`src/rtl/mem_port_arbiter_pkg.sv`:
```
// Shared definitions for the fetch/data memory port arbiter: default sizes, counter width,
// and FSM state encodings.
package mem_port_arbiter_pkg;

  localparam int unsigned DefAw  = 10;
  localparam int unsigned DefDw  = 32;
  localparam int unsigned DefLat = 2;
  // Wide enough for the largest legal latency (7).
  localparam int unsigned CntW   = 3;

  typedef enum logic [1:0] {
    StIdle = 2'd0,
    StWait = 2'd1,
    StAck  = 2'd2
  } state_e;

endpackage

```
`src/rtl/mux2to1_10.sv`:
```
// Shared 10-bit 2:1 address mux: y = sel ? b : a.
module mux2to1_10 (
  input  logic [9:0] a,
  input  logic [9:0] b,
  input  logic       sel,
  output logic [9:0] y
);

  assign y = sel ? b : a;

endmodule

```
`src/rtl/mem_port_arbiter.sv`:
```
// Arbitrates one single-port memory between fetch (req0) and data (req1), times the fixed
// memory latency and returns ack/rdata. Define ARB_RR_EN for round-robin tie-break.
module mem_port_arbiter
  import mem_port_arbiter_pkg::*;
#(
  parameter int unsigned AW  = DefAw,
  parameter int unsigned DW  = DefDw,
  parameter int unsigned LAT = DefLat
) (
  input  logic          clk,
  input  logic          rst_n,
  input  logic          req0,
  input  logic [AW-1:0] addr0,
  input  logic          req1,
  input  logic [AW-1:0] addr1,
  input  logic          we1,
  input  logic [DW-1:0] wdata1,
  input  logic [DW-1:0] mem_rdata,
  output logic          mem_sel,
  output logic          mem_en,
  output logic          mem_we,
  output logic [AW-1:0] mem_addr,
  output logic [DW-1:0] mem_wdata,
  output logic          ack0,
  output logic          ack1,
  output logic [DW-1:0] rdata,
  output logic          busy
);

  state_e            state_q;
  logic [CntW-1:0]   cnt_q;
  logic              last_gnt_q;
  logic              sel_q;
  logic              we_q;
  logic              any_req;
  logic              winner;
  logic [AW-1:0]     mux_out;

  always_comb begin
    any_req = req0 | req1;
`ifdef ARB_RR_EN
    if (req0 && req1) begin
      winner = ~last_gnt_q;
    end else begin
      winner = req1;
    end
`else
    winner = req1;
`endif
  end

`ifndef ARB_RR_EN
  // Grant history is tracked in both builds but only steers ties under round-robin.
  logic unused_last_gnt;
  assign unused_last_gnt = last_gnt_q;
`endif

  // Nothing is sampled while reset is asserted, so the mux select stays low then too.
  assign mem_sel = (state_q == StIdle) ? (rst_n & winner) : sel_q;
  assign busy    = (state_q != StIdle);

  mux2to1_10 u_addr_mux (
    .a   (addr0),
    .b   (addr1),
    .sel (mem_sel),
    .y   (mux_out)
  );

  always_ff @(posedge clk) begin
    if (!rst_n) begin
      state_q    <= StIdle;
      cnt_q      <= '0;
      last_gnt_q <= 1'b1;
      sel_q      <= 1'b0;
      we_q       <= 1'b0;
      mem_en     <= 1'b0;
      mem_we     <= 1'b0;
      mem_addr   <= '0;
      mem_wdata  <= '0;
      ack0       <= 1'b0;
      ack1       <= 1'b0;
      rdata      <= '0;
    end else begin
      mem_en <= 1'b0;
      mem_we <= 1'b0;
      ack0   <= 1'b0;
      ack1   <= 1'b0;
      unique case (state_q)
        StIdle: begin
          if (any_req) begin
            sel_q      <= winner;
            mem_addr   <= mux_out;
            mem_wdata  <= wdata1;
            mem_we     <= we1 & winner;
            we_q       <= we1 & winner;
            mem_en     <= 1'b1;
            cnt_q      <= CntW'(LAT);
            last_gnt_q <= winner;
            state_q    <= StWait;
          end
        end
        StWait: begin
          if (cnt_q == '0) begin
            if (!we_q) begin
              rdata <= mem_rdata;
            end
            ack0    <= ~sel_q;
            ack1    <= sel_q;
            state_q <= StAck;
          end else begin
            cnt_q <= cnt_q - 1'b1;
          end
        end
        StAck: begin
          state_q <= StIdle;
        end
        default: begin
          state_q <= StIdle;
        end
      endcase
    end
  end

endmodule

```
`config.mk`:
```
export PLATFORM = sky130hd
export DESIGN_NAME = mem_port_arbiter
export DESIGN_NICKNAME = d
export VERILOG_FILES = /design/src/rtl/mem_port_arbiter_pkg.sv /design/src/rtl/mux2to1_10.sv /design/src/rtl/mem_port_arbiter.sv
export SDC_FILE = /design/constraint.sdc
export NUM_CORES = 1
export LEC_CHECK = 0
export CAP_MARGIN = 5
export CORE_MARGIN = 2
export CORE_UTILIZATION = 35
export CTS_BUF_LIST = sky130_fd_sc_hd__clkbuf_16
export CTS_CLUSTER_DIAMETER = 200
export CTS_CLUSTER_SIZE = 20
export DETAILED_ROUTE_END_ITERATION = 12
export PLACE_DENSITY = 0.76
export SYNTH_ARGS = -nofsm -noshare
export SYNTH_HDL_FRONTEND = slang
export SYNTH_SLANG_ARGS = --single-unit
```
`constraint.sdc`:
```
create_clock -name clk -period 1.4 [get_ports clk]
set_clock_uncertainty 0.05 [all_clocks]
set_input_delay 0.28 -clock clk [delete_from_list [all_inputs] [get_ports clk]]
set_output_delay 0.28 -clock clk [all_outputs]
set_load 0.005 [all_outputs]
```
Word-level counts from Yosys, hierarchy flattened
Index checks and enable logic that the tools add are counted.
{"block": "word_totals", "ff_bits": 85, "input_bits": 89, "output_inout_bits": 80, "word_cells": 41}
{"block": "op_classes", "add_sub_neg": 1, "n_eq_ne": 4, "n_mux": 9, "n_bitwise": 5, "reduce_logical": 11}
{"op": "AND reduction 3 bit", "n": 4}
{"op": "2-to-1 mux 10 bit", "n": 1}
{"op": "2-to-1 mux 3 bit", "n": 2}
{"op": "inequality test 2 bit (second input constant)", "n": 3}
{"op": "case mux 3 bit (2 select lines)", "n": 1}
{"op": "AND reduction 2 bit", "n": 3}
{"op": "2-to-1 mux 2 bit", "n": 2}
{"op": "case mux 2 bit (2 select lines)", "n": 1}
{"op": "nonzero test 2 bit", "n": 2}
{"op": "logical NOT 3 bit", "n": 1}
{"op": "subtractor 3 x 1 -> 3 bit (second input constant)", "n": 1}
{"op": "AND 1 bit", "n": 2}
{"op": "== test 2 x 1 -> 1 bit (second input constant)", "n": 1}
{"op": "logical NOT 2 bit", "n": 1}
{"op": "2-to-1 mux 1 bit", "n": 2}
{"op": "inverter 1 bit", "n": 2}
{"op": "OR 1 bit", "n": 1}

Logic depth before layout (Yosys ltp)
{"block": "logic_depth", "depth_word": 3, "mapped_depth": 7, "mapped_depth_nobuf": 5}

Modules after synthesis
From an unflattened synthesis, not the netlist that was laid out.
{"block": "unflattened", "cells_unflattened": 395, "area_unflattened_um2": 3482.1}
{"mod": "mem_port_arbiter", "n_inst": 1, "cells_each": 384, "area_each_um2": 3320.7, "seq_area_each_um2": 1701.6}
{"mod": "mux2to1_10", "n_inst": 1, "cells_each": 11, "area_each_um2": 161.4, "seq_area_each_um2": 0.0}

Worst setup path after synthesis
OpenSTA, ideal clock, no wires.
{"block": "synth_path", "kind": "register -> register", "startpoint": "reg cnt_q[0]", "endpoint": "reg cnt_q[2]", "setup_ns": 0.072, "arrival_ns": 1.369, "required_time_ns": 1.278, "path_slack_ns": -0.091, "stages_incl_launch_ff": 6, "n_path_buf": 0, "synth_period_minus_slack_ns": 1.491, "cell_sequence": "dfxtp_1 -> inv_1 -> ha_1 -> nor2b_1 -> a2111oi_1 -> mux2i_1"}
{"block": "synth_via", "elab_chain_len": 3, "elab_cells_between_ends": 6, "cone_classes": "add/sub (1); eq/ne (1); mux (2); reduce/logical (2)"}
{"item": "start: declaration", "line": "mem_port_arbiter.sv:31", "source": "logic [CntW-1:0] cnt_q;"}
{"item": "start signal: assignment", "line": "mem_port_arbiter.sv:97", "source": "cnt_q <= CntW'(LAT);"}
{"item": "start signal: assignment", "line": "mem_port_arbiter.sv:111", "source": "cnt_q <= cnt_q - 1'b1;"}
{"item": "subtractor 3 x 1 -> 3 bit / logical NOT 3 bit (equally long branches)", "line": "mem_port_arbiter.sv:111, mem_port_arbiter.sv:103"}
{"item": "2-to-1 mux 3 bit / inequality test 2 bit (equally long branches)"}
{"item": "case mux 3 bit (2 select lines) / AND reduction 3 bit (equally long branches)"}
Several ways; a longest one is shown, not always the timed one. The select of a mux whose other input is x is not followed.
A chain may end at the register's enable or synchronous reset.

Final worst setup path
{"block": "layout_path", "startpoint": "reg state_q[1]", "endpoint": "reg mem_wdata[27]"}
{"block": "layout_via", "elab_chain_len": 2}
{"item": "start: declaration", "line": "mem_port_arbiter.sv:30", "source": "state_e state_q;"}
{"item": "start signal: assignment", "line": "mem_port_arbiter.sv:71", "source": "state_q <= StIdle;"}
{"item": "start signal: assignment", "line": "mem_port_arbiter.sv:99", "source": "state_q <= StWait;"}
{"item": "start signal: assignment", "line": "mem_port_arbiter.sv:109", "source": "state_q <= StAck;"}
{"item": "logical NOT 2 bit", "line": "mem_port_arbiter.sv:88", "source": "unique case (state_q)"}
{"item": "AND reduction 2 bit (no source line)"}
{"item": "end signal: assignment", "line": "mem_port_arbiter.sv:93", "source": "mem_wdata <= wdata1;"}
{"item": "end: declaration", "line": "mem_port_arbiter.sv:23", "source": "output logic [DW-1:0] mem_wdata,"}
Every way passes these cells.

==> summary by stage <==
Outcome
The run finished, with violations left. The final reports fail on setup timing.

Logic synthesis
The synthesized design contains 0 enable-type register cells. Counting every instance in the synthesized netlist gives 327. For this run, the register share of the synthesized area comes to 0.541. After synthesis, the largest family of logic cells by area is compound AO/OA/AOI/OAI gates. In the synthesized netlist the dominant register cell turns out to be sky130_fd_sc_hd__dfxtp_1. The number of warnings issued by yosys is 0. The net count of the mapped netlist is 418.

The mux contribution to synthesized area is 0.00318. Of the total synthesized cell area, the portion taken by XOR and XNOR cells is 0. The synthesized-area fraction occupied by and/or/nand/nor cells is 0.135. Of the total synthesized cell area, the portion taken by full adders, half adders and majority gates is 0.00796. The area fraction in compound gates after synthesis was 0.249. The post-synth design cell area is 3140 um2. The unique cell type count in the Yosys netlist is 35. After synthesis, the mean cell area works out to 9.62 um2. The proportion of synthesized flip-flops having asynchronous set or reset is 0. After synthesis the netlist holds a flip-flop and latch count of 85.

STA
In the finished design, the share of the clock period the worst path needs comes to 1.08. In the post-route analysis, the smallest setup slack over all paths is -0.105 ns. The minimum period implied by the final worst setup slack is 1.51 ns. Static timing analysis puts the maximum clock frequency at 664 MHz.

The headroom to the max-slew limit is 0.754. At the pin with the least slew margin, the transition time is 0.366 ns. The number of setup violations in the final report is 53.

The count of endpoints failing hold in the final timing report is 0. Setup repair after global routing could not meet its margin everywhere. The number of pins exceeding their max-slew limit in the final report is 0.

Die
The die footprint is 9760 um2. For this design the top-level I/O count stands at 169. The core region is 8720 um2. The die is 98.8 um wide.

For this configuration, the core starts out at a cell density of 0.361. The initialized floorplan defines 34 standard-cell rows. The vertical die dimension is 98.8 um.

Clocking
For the worst-skew pair, the clock arrives at the later sink with an insertion delay of 0.33 ns. No sink is reached through more buffers than the 2 on the longest clock path. The cell sitting at the root of the clock tree is a sky130_fd_sc_hd__clkbuf_16. The number of buffers created by CTS is 9. CTS saw 85 sinks. CTS built an H-tree with a depth of 3.

TritonCTS built the clock tree. The number of hold-repair buffers added at the cts stage is 0. The clock-pin transition on the worst setup and hold timing paths is 0.07 ns.

Placed design
The placed cell count is 601. The final weighted congestion of routability-driven global placement is 0.758. The post-DP HPWL is 6580 um. The placed instance area is 5110 um2. The total of buffers placed on input and output ports is 168.

Detailed routing
The via density per instance is 5.33. The detailed-route wire length per cell is 17.3 um. The starting DRC count in detailed routing is 126. The routed layout has 3,424 vias. The count of nets left with antenna violations once routing finished came out at 0. Before antenna repair, the detailed router went through 4 iterations. The number of remaining DRC errors is 0. The routed wire length is 11,100 um.

Min path
The end point of the most critical hold path is rdata[18]$_SDFFE_PN0P_. The launch point of the worst hold path is rdata[18]$_SDFFE_PN0P_. The path class of the lowest-slack min-delay path is reg2reg. The worst hold path depth is 2.

Setup path
The most repeated library cell on the critical path is sky130_fd_sc_hd__buf_4. The start of the worst register-to-register path is state_q[1]$_SDFFE_PN0P_. On the critical path the largest part of the delay comes from buffers and inverters.

The setup slack of the most critical reg-to-reg path is -0.11 ns. The cell with the largest stage delay on the worst path is sky130_fd_sc_hd__dfxtp_4. The type of the worst setup path is reg2reg. The critical path launch point type is a flop. STA classifies the critical path endpoint as a flop. Of all nets on the critical path, the largest fanout is 16.

Walking the worst path, the cells encountered are nor2_4 > buf_4 > buf_12 > a21oi_4 > buf_4 > buf_16 > a22o_1. The worst reg2reg path endpoint is mem_wdata[27]$_SDFFE_PN0P_. The worst register-to-register path has a depth of 7. STA puts the critical path data required time at 1.57 ns. On the worst path, the slowest cell contributes a delay of 0.36 ns. The data arrival time of the critical path is 1.68 ns. The critical path buffer and inverter count is 4. The critical path crosses 7 cells after its start point.

Global route
The number of antenna violations at the first check in global routing is 0. Across every metal layer, demand over resource in global routing totals 0.200. The first global-routing pass estimated 15,900 um of wire. The total overflow left after global routing is 0. The pin count of the biggest net entering global routing is 34. The via count of the first global-routing pass is 3,227.

Cells and area
The area growth from synthesis to layout is 90.4%. The finished layout holds 642 standard cells, fillers aside. In the final layout, the share of cells above drive strength 1 is 0.249. At the end of the flow, the number of nets in the layout was 620.

The number of antenna cells inserted is 0. Leaving out fill and tap cells, the most frequent cells in the layout are sky130_fd_sc_hd__clkdlybuf4s50_1, sky130_fd_sc_hd__dlygate4sd2_1, sky130_fd_sc_hd__dfxtp_1. Leaving out fill and tap cells, the most frequent cell in the layout is sky130_fd_sc_hd__clkdlybuf4s50_1. The final design instance area without fill is 5990 um2.

Pwr
The power consumption is 7340 uW. In this run the power density over the cells is 1230 nW/um2. For this design the static power due to leakage is 0.00263 uW. The worst-case IR drop observed on VDD is 0.691 mV.

Flow run
Across the run, the number of max-cap violations was 0.
synth_stat cells (2+ instances only):
master | number | area, um2
sky130_fd_sc_hd__a21oi_1 | 34 | 170
sky130_fd_sc_hd__a22o_1 | 32 | 280
sky130_fd_sc_hd__and2_1 | 2 | 12.5
sky130_fd_sc_hd__buf_2 | 12 | 60.1
sky130_fd_sc_hd__clkbuf_1 | 18 | 67.6
sky130_fd_sc_hd__dfxtp_1 | 85 | 1700
sky130_fd_sc_hd__ha_1 | 2 | 25.0
sky130_fd_sc_hd__inv_1 | 16 | 60.1
sky130_fd_sc_hd__inv_2 | 2 | 7.51
sky130_fd_sc_hd__nand2_1 | 2 | 7.51
sky130_fd_sc_hd__nand3_1 | 32 | 160
sky130_fd_sc_hd__nand4_1 | 20 | 125
sky130_fd_sc_hd__nand4bb_1 | 2 | 22.5
sky130_fd_sc_hd__nor2b_1 | 2 | 12.5
sky130_fd_sc_hd__nor3_1 | 2 | 10.0
sky130_fd_sc_hd__o21ai_0 | 23 | 115
sky130_fd_sc_hd__o21ai_1 | 14 | 70.1
sky130_fd_sc_hd__o221ai_1 | 10 | 87.6
final cells by class:
cell class / instances / area, um2
Sequential cell: 85 / 1730
Fill cell: 683 / 2740
Clock inverter: 7 / 82.6
Multi-Input combinational cell: 193 / 1450
Tap cell: 108 / 135
Timing Repair Buffer: 222 / 2300
Clock buffer: 9 / 225
Inverter: 18 / 67.6
power breakdown:
group          leakage, uW  internal, uW  switching, uW  total, uW
clock network     0.000150          1410           1020       2440
registers         0.000704          2690            147       2840
logic              0.00178          1190            872       2070
what timing repair did:
action	4_1_cts	5_1_grt
gates resized for setup	126	54
setup endpoints to repair	124	78
pin swaps	4	16
gates cloned	5	8
endpoints found under the hold margin	0	0
setup buffers	3	9
cell families after synthesis:
kind of cell    after synthesis
flops                        85
buf+inv                      49
mux                           1
simple gates                 70
fa+ha+maj                     2
compound gates              120
worst max-delay path by stage:
stage / from / endpoint / slack, ns
2_1_floorplan: cnt_q[0]$_SDFFE_PN0P_ / cnt_q[2]$_SDFFE_PN0P_ / 0.02
3_3_place_gp: req1 / mem_sel / -0.43
3_5_place_dp: req1 / mem_wdata[25]$_SDFFE_PN0P_ / -0.46
4_1_cts: state_q[0]$_SDFFE_PN0P_ / mem_sel / -0.1
5_1_grt: state_q[1]$_SDFFE_PN0P_ / mem_wdata[27]$_SDFFE_PN0P_ / -0.15
6_report: state_q[1]$_SDFFE_PN0P_ / mem_wdata[27]$_SDFFE_PN0P_ / -0.11
sequential cells by signal (all words and copies together), names as in the netlist, 2 cells and up:
register and count:
cnt_q 3, state_q 2, mem_addr 10, mem_wdata 32, rdata 32
metal layers:
layer	wire, um	GRT usage	share of wire	vias to the layer above
met5	0	0	0	-
met4	206	0.0748	0.019	0
met3	734	0.0426	0.066	14
met2	5560	0.332	0.50	151
met1	4630	0.256	0.42	1633
li1	-	-	-	1626
worst min-delay path: cells and delay by family (launching register included):
family,cells,cell delay (ns)
flip-flops,1,0.31
AO/OA/AOI/OAI,2,0.11
per-stage QoR:
stage | setup WS [ns] | hold WS [ns] | utilization | TNS, ns
2_1_floorplan | 0.0250 | 0.356 | - | 0
3_3_place_gp | -0.429 | 0.411 | 0.586 | -27.82
3_5_place_dp | -0.458 | 0.415 | 0.586 | -29.33
4_1_cts | -0.0960 | 0.424 | 0.639 | -1.55
5_1_grt | -0.154 | 0.429 | 0.686 | -5.43
6_report | -0.105 | 0.413 | 0.686 | -2.46
(Power assumes the default switching activity.)
